[config.mk]
export PLATFORM = sky130hd
export DESIGN_NAME = pipe_hazard_ctrl
export DESIGN_NICKNAME = d
export VERILOG_FILES = /design/src/rtl/pipe_pkg.sv /design/src/rtl/sat_counter.sv /design/src/rtl/pipe_hazard_ctrl.sv
export SDC_FILE = /design/constraint.sdc
export NUM_CORES = 1
export LEC_CHECK = 0
export CAP_MARGIN = 15
export CORE_ASPECT_RATIO = 1.4
export CORE_UTILIZATION = 44
export DETAILED_ROUTE_END_ITERATION = 10
export PLACE_DENSITY = 0.72
export SYNTH_ARGS = -nofsm -noshare
export SYNTH_HDL_FRONTEND = slang
export SYNTH_SLANG_ARGS = --single-unit
[constraint.sdc]
create_clock -name clk -period 2.5 [get_ports clk]
set_input_delay 0.75 -clock clk [delete_from_list [all_inputs] [get_ports clk]]
set_output_delay 0.75 -clock clk [all_outputs]
set_load 0.05 [all_outputs]
[src/rtl/pipe_pkg.sv]
// Shared definitions for the pipeline hazard controller: forwarding selects and the
// per-stage shadow record kept for ID/EX, EX/MEM and MEM/WB.
package pipe_pkg;

    localparam logic [1:0] FWD_RF  = 2'b00;
    localparam logic [1:0] FWD_WB  = 2'b01;
    localparam logic [1:0] FWD_EXM = 2'b10;

    // Widest register address a shadow can hold; narrower RA_W values are zero-extended.
    localparam int RA_MAX = 8;

    typedef struct packed {
        logic              valid;
        logic [RA_MAX-1:0] rd;
        logic              regwe;
        logic              memread;
        logic              memacc;
    } stage_t;

    localparam stage_t STAGE_BUBBLE = '0;

endpackage

[src/rtl/sat_counter.sv]
// Saturating event counter: holds at all-ones instead of wrapping.
// Latency: count visible one cycle after inc_i; no backpressure.
// Async active-low clear.
module sat_counter #(
    parameter int CNT_W = 32
) (
    input  logic             clk_i,
    input  logic             rst_ni,
    input  logic             inc_i,
    output logic [CNT_W-1:0] cnt_o
);

    logic [CNT_W-1:0] cnt_q;
    logic [CNT_W-1:0] cnt_d;

    always_comb begin
        cnt_d = cnt_q;
        if (inc_i && !(&cnt_q)) begin
            cnt_d = cnt_q + CNT_W'(1);
        end
    end

    always_ff @(posedge clk_i or negedge rst_ni) begin
        if (!rst_ni) begin
            cnt_q <= '0;
        end else begin
            cnt_q <= cnt_d;
        end
    end

    assign cnt_o = cnt_q;

endmodule

[src/rtl/pipe_hazard_ctrl.sv]
// Hazard/forwarding/stage-valid controller for the 5-stage RV32I pipe.
// Latency: all controls combinational from shadow state + inputs; shadows update next edge.
// Backpressure: a MEM access without dmem_ready freezes IF..MEM and bubbles MEM/WB.
module pipe_hazard_ctrl
    import pipe_pkg::*;
#(
    parameter int RA_W     = 5,
    parameter int CNT_W    = 32,
    parameter int ZERO_REG = 1
) (
    input  logic             clk,
    input  logic             rst,
    input  logic [RA_W-1:0]  id_rs1,
    input  logic [RA_W-1:0]  id_rs2,
    input  logic             id_use1,
    input  logic             id_use2,
    input  logic [RA_W-1:0]  id_rd,
    input  logic             id_regwe,
    input  logic             id_memread,
    input  logic             id_memacc,
    input  logic             if_valid,
    input  logic [RA_W-1:0]  ex_rs1,
    input  logic [RA_W-1:0]  ex_rs2,
    input  logic             ex_redirect,
    input  logic             dmem_ready,
    output logic             pc_en,
    output logic             ifid_en,
    output logic             ifid_flush,
    output logic             idex_en,
    output logic             idex_flush,
    output logic             exmem_en,
    output logic             memwb_flush,
    output logic [1:0]       fwd_a,
    output logic [1:0]       fwd_b,
    output logic             v_ex,
    output logic             v_mem,
    output logic             v_wb,
    output logic [CNT_W-1:0] stall_cnt,
    output logic [CNT_W-1:0] flush_cnt
);

    stage_t ex_q, ex_d;
    stage_t mem_q, mem_d;
    stage_t wb_q, wb_d;

    logic freeze;
    logic redirect;
    logic lu_hit;
    logic load_use;

    // A stage produces register r if it is live, writes, and r is not the hardwired zero.
    function automatic logic hit(input stage_t s, input logic [RA_W-1:0] r);
        logic zero_blk;
        zero_blk = (ZERO_REG != 0) && (s.rd == '0);
        return s.valid && s.regwe && (s.rd == RA_MAX'(r)) && !zero_blk;
    endfunction

    // A load still in EX/MEM has no data yet, so it can only be picked up from MEM/WB.
    function automatic logic [1:0] fwd_sel(input logic [RA_W-1:0] r);
        if (hit(mem_q, r) && !mem_q.memread) begin
            return FWD_EXM;
        end else if (hit(wb_q, r)) begin
            return FWD_WB;
        end
        return FWD_RF;
    endfunction

    assign lu_hit   = ex_q.memread &&
                      ((id_use1 && hit(ex_q, id_rs1)) || (id_use2 && hit(ex_q, id_rs2)));
    assign freeze   = mem_q.valid && mem_q.memacc && !dmem_ready;
    assign redirect = !freeze && ex_redirect && ex_q.valid;
    assign load_use = !freeze && !redirect && lu_hit;

    assign pc_en       = !freeze && !load_use;
    assign ifid_en     = !freeze && !load_use;
    assign ifid_flush  = redirect;
    assign idex_en     = !freeze;
    assign idex_flush  = redirect || load_use;
    assign exmem_en    = !freeze;
    assign memwb_flush = freeze;

    assign fwd_a = fwd_sel(ex_rs1);
    assign fwd_b = fwd_sel(ex_rs2);

    assign v_ex  = ex_q.valid;
    assign v_mem = mem_q.valid;
    assign v_wb  = wb_q.valid;

    always_comb begin
        ex_d = ex_q;
        if (idex_en) begin
            if (idex_flush) begin
                ex_d = STAGE_BUBBLE;
            end else begin
                ex_d.valid   = if_valid;
                ex_d.rd      = RA_MAX'(id_rd);
                ex_d.regwe   = if_valid && id_regwe;
                ex_d.memread = if_valid && id_memread;
                ex_d.memacc  = if_valid && id_memacc;
            end
        end
    end

    assign mem_d = exmem_en    ? ex_q         : mem_q;
    assign wb_d  = memwb_flush ? STAGE_BUBBLE : mem_q;

    always_ff @(posedge clk or negedge rst) begin
        if (!rst) begin
            ex_q  <= STAGE_BUBBLE;
            mem_q <= STAGE_BUBBLE;
            wb_q  <= STAGE_BUBBLE;
        end else begin
            ex_q  <= ex_d;
            mem_q <= mem_d;
            wb_q  <= wb_d;
        end
    end

    sat_counter #(.CNT_W(CNT_W)) u_stall_cnt (
        .clk_i  (clk),
        .rst_ni (rst),
        .inc_i  (!pc_en),
        .cnt_o  (stall_cnt)
    );

    sat_counter #(.CNT_W(CNT_W)) u_flush_cnt (
        .clk_i  (clk),
        .rst_ni (rst),
        .inc_i  (redirect),
        .cnt_o  (flush_cnt)
    );

endmodule

# Word-level counts from Yosys, hierarchy flattened
# Index checks and enable logic that the tools add are counted.
# word_totals
word_cells	85
input_bits	35
reg_bits	98
# op_classes
n_reduce_logical	50
n_mux	12
add_sub_neg	2
n_eq_ne	6
# op_table
operator	count
adder 32 x 1 -> 32 bit, second input constant	2
AND reduction 32 bit	2
== test 8 x 5 -> 1 bit	6
logical AND 1 bit	32
zero test 8 bit	3
2-to-1 mux 12 bit	2
2-to-1 mux 2 bit	6
zero test 1 bit	11
2-to-1 mux 1 bit	4
logical OR 1 bit	2

# Longest topological paths before layout
# logic_depth
depth_word	12
depth_mapped	8
ltp_nobuf	7

# Cells and area by module
# Synthesis repeated with hierarchy kept, for this count alone.
# unflattened
hier_cells	425
area_unflattened_um2	4530.6
# modules_own_cells
module	cells_per_inst	area_per_inst_um2	n_inst	seq_area_each_um2
sat_counter	146	1580.3	2	800.8
pipe_hazard_ctrl	133	1370.1	1	625.6

# Least setup slack after synthesis
# OpenSTA, ideal clock, no wires.
# synth_timing
path_type	input to output
start	input ex_rs1[4]
end	output fwd_a[0]
t_required_ns	1.750
cell_stages	4
n_path_buf	0
arrival_time_ns	3.324
slack_ns	-1.574
path_cell_list	xnor2_1 > nand3_1 > nor4_1 > nor4_1
# synth_between
elab_chain_len	6
word_cells_on_any_way	11
# synth_rtl
element	line_no	rtl
start, declared	pipe_hazard_ctrl.sv:22	input logic [RA_W-1:0] ex_rs1,
== test 8 x 5 -> 1 bit	pipe_hazard_ctrl.sv:55	return s.valid && s.regwe && (s.rd == RA_MAX'(r)) && !zero_blk;
logical AND 1 bit (2 in series)	pipe_hazard_ctrl.sv:55	
2-to-1 mux 1 bit or logical AND 1 bit (tied branches)	pipe_hazard_ctrl.sv:62, pipe_hazard_ctrl.sv:60	
2-to-1 mux 1 bit or 2-to-1 mux 2 bit (tied branches)	pipe_hazard_ctrl.sv:60	if (hit(mem_q, r) && !mem_q.memread) begin
2-to-1 mux 2 bit (*)	pipe_hazard_ctrl.sv:65	return FWD_RF;
end, declared	pipe_hazard_ctrl.sv:33	output logic [1:0] fwd_a,
# Mark *: on every way between the ends. The rest lies on a longest branch, timed or not.

# Worst setup path after layout
# layout_timing
start	input ex_rs1[1]
end	output fwd_a[0]
# The elaborated chain is that of the path after synthesis.

==> results.ini <==
[route]
wl_um = 11300
routedWlPerCell_um = 15.6
met1_length_um = 4380
drtIter0Drc = 176
drcViolationCount = 0
highest_layer = met4
firstDrtPassIters = 4
num_vias = 3784
ant_nets = 0
vias_per_cell = 5.23
routed-wl-met3_um = 547
wl_met2_um = 6130

[global_routing]
grt_max_degree = 47
grt_pass1_wl_um = 18500
grt.total_usage_pct = 23.0
grt_pass1_vias = 3886
grt_overflow = 0
grt_antenna_before_repair = 0

[timing]
clock_skew_ns = 0.00766
worstMarginPinSlew_ns = 0.662
slew_headroom_pct = 55.4
finalCritPeriodShare_pct = 113
drv_slew = 0
rsz0062_at_grt = true
hold_ws_ns = 0.295
setup_viol_count_final = 7
fmax_mhz = 355
setup_slack_ns = -0.318
period_needed_ns = 2.82
hold_viol_final = 0

[critical_path]
cp_slowest_cell = or4_4
cp_num_buf_inv = 2
crit_fanout = 2
reg2reg_depth = 8
cp_slowest_stage_delay_ns = 0.55
path_delay_family = simple AND/OR/NAND/NOR gates
worstPathRequired_ns = 1.75
cp-start-kind = input pin
worstSetupEndpointType = output pin
cp_data_arrival_time_ns = 2.07
cp_num_cells = 5
path_cells = buf_2 > xor2_1 > or4_4 > nor4_4 > buf_12
path_class = in -> out

[die]
start_util_pct = 45.9
io_pins = 113
die_y_um = 120
dieWidth_um = 86.5
fp.coreArea_um2 = 9560
row_count = 42
dieArea_um2 = 10400

[place]
dpl.hpwl_um = 8090
gp_congestion = 0.800
dp_cells = 693
io_buffers = 112
placed_cell_area_um2 = 6140

[layout]
final_cell_area_um2 = 6640
area_delta_synth_final_pct = 51.0
fillers = 716
instances_no_fill = 723
drive_above_1_share_pct = 21.3
nets = 623
antenna_cells = 0

[clock_tree]
cts_sinks = 89
root_buffer = clkbuf_16
cts-buffers-inserted = 9
clk_path_buf_depth = 2
clk_pin_slew_ns = 0.06
worstSkewPairLatency_ns = 0.33
cts_max_level = 3
cts_tree = done

[synth]
ys_seq_area_share_pct = 50.7
synth_ff_type = dfrtp_1
syn_area_um2 = 4390
ys_seq_elements = 89
synth_cell_types = 40
synth_edf_count = 0
async_flop_share_pct = 100
yosysWarnings = 0
synthesis.area_per_instance_um2 = 10.4
syn-num-nets = 459
synthesis.instances = 422

[power]
combinationalPowerShare_pct = 24.8
p_sw_mw = 1.22
p_leak_nw = 3.01
p_per_area_nw_per_um2 = 588
seqPwrFrac_pct = 43.3
p_int_mw = 2.69
ir_drop_mv = 0.810
power_mw = 3.90
switching_share_pct = 31.1
clkPwrFrac_pct = 31.9

[outcome]
outcome = complete, but fails checks
violations = negative setup slack

[min_path]
hp-class = in -> async

[run]
drv_cap = 0

[area by class of cell]
cell class,count,area [um^2],share of cell area (%)
Sequential cell,89,2230,33.6
Clock buffer,14,264,3.98
Multi-Input combinational cell,314,2290,34.5
Inverter,3,18.8,0.283
Tap cell,132,165,2.49
Clock inverter,2,12.5,0.189
Timing Repair Buffer,169,1660,25.0
[repair_timing]
| action | 4_1_cts | 5_1_grt |
|---|---|---|
| pin swaps | 34 | 10 |
| buffers inserted | 10 | 8 |
| gates resized for setup | 59 | 13 |
| setup endpoints to repair | 13 | 15 |
| hold buffers | 0 | 0 |
[kinds of logic after synthesis]
kind of cell / synth area share [%]
simple gates: 25.1
xor+xnor: 18.1
flops: 50.7
buf+inv: 2.05
compound gates: 3.22
fa+ha+maj: 0.569
mux: 0.256
[final timing paths]
path / from / endpoint / slack (ns)
setup / recovery: ex_rs1[1] / fwd_a[0] / -0.32
min in group clk: ex_q[0] / mem_q[0] / 0.47
hold / removal: rst / u_stall_cnt.cnt_o[0] / 0.29
setup reg to reg: ex_q[4] / u_stall_cnt.cnt_o[1] / 0.11
max in group asynchronous: rst / v_wb / 1.59
hold reg to reg: ex_q[0] / mem_q[0] / 0.47
[metrics by stage]
step                setup slack (ns)  utilization [%]  TNS, ns
floorplan                     -0.339                -   -0.413
global route                  -0.362             69.4    -1.90
detailed placement            -0.685             64.2   -16.24
global placement              -0.634             64.2   -13.79
finish                        -0.318             69.4    -1.53
CTS                           -0.336             68.4    -1.74
[sequential cells by signal (all words and copies together) (netlist names)]
name	cells
u_flush_cnt.cnt_o	32
u_stall_cnt.cnt_o	32
ex_q	8
mem_q	8
wb_q	6
v_ex	1
v_mem	1
v_wb	1
[synth_stat cells, drive strengths merged, types with 3 or more instances]
cell / count / area [um^2]
a22o: 6 / 52.6
a32o: 3 / 30.0
and2: 10 / 62.6
and3: 11 / 68.8
and4: 6 / 52.6
buf: 12 / 63.8
clkbuf: 4 / 15.0
dfrtp: 89 / 2230
nand2: 49 / 184
nand2b: 3 / 18.8
nand3: 30 / 155
nand4: 24 / 150
nor2: 15 / 56.3
nor3: 30 / 160
nor4: 13 / 93.8
or4: 4 / 30.0
xnor2: 39 / 342
xor2: 52 / 455
[per-layer routing]
layer	vias to the layer above	track usage [%]
met4	0	9.48
met1	1856	26.2
li1	1810	-
met5	-	0
met2	100	41.3
met3	18	4.78
[power groups by stage]
stage	Sequential, mW	Combinational [mW]	Clock [mW]
5_1_grt	1.71	1.02	1.34
3_3_place_gp	1.70	0.888	0
6_report	1.69	0.967	1.25
2_1_floorplan	1.94	0.275	0
4_1_cts	1.69	0.938	1.27
3_5_place_dp	1.71	0.911	0
[cells in the final DEF, fill, tap and decap left out, types with 3 or more instances in the layout]
master / count
buf_6: 3
and2_1: 10
and3_1: 11
nor4_4: 3
xnor2_1: 35
xor2_2: 3
buf_12: 13
xnor2_2: 3
a32o_1: 3
nor3_2: 3
nor4_1: 8
nand3_2: 3
buf_2: 5
nor2_1: 15
buf_4: 52
dfrtp_1: 87
nor3_1: 26
clkdlybuf4s50_1: 79
and4_1: 6
xor2_1: 48
clkbuf_16: 9
or4_4: 4
dlygate4sd2_1: 12
nand4_1: 24
nand3_1: 26
a22o_1: 6
clkbuf_1: 3
nand2b_1: 3
nand2_1: 47
(Power assumes the default switching activity.)
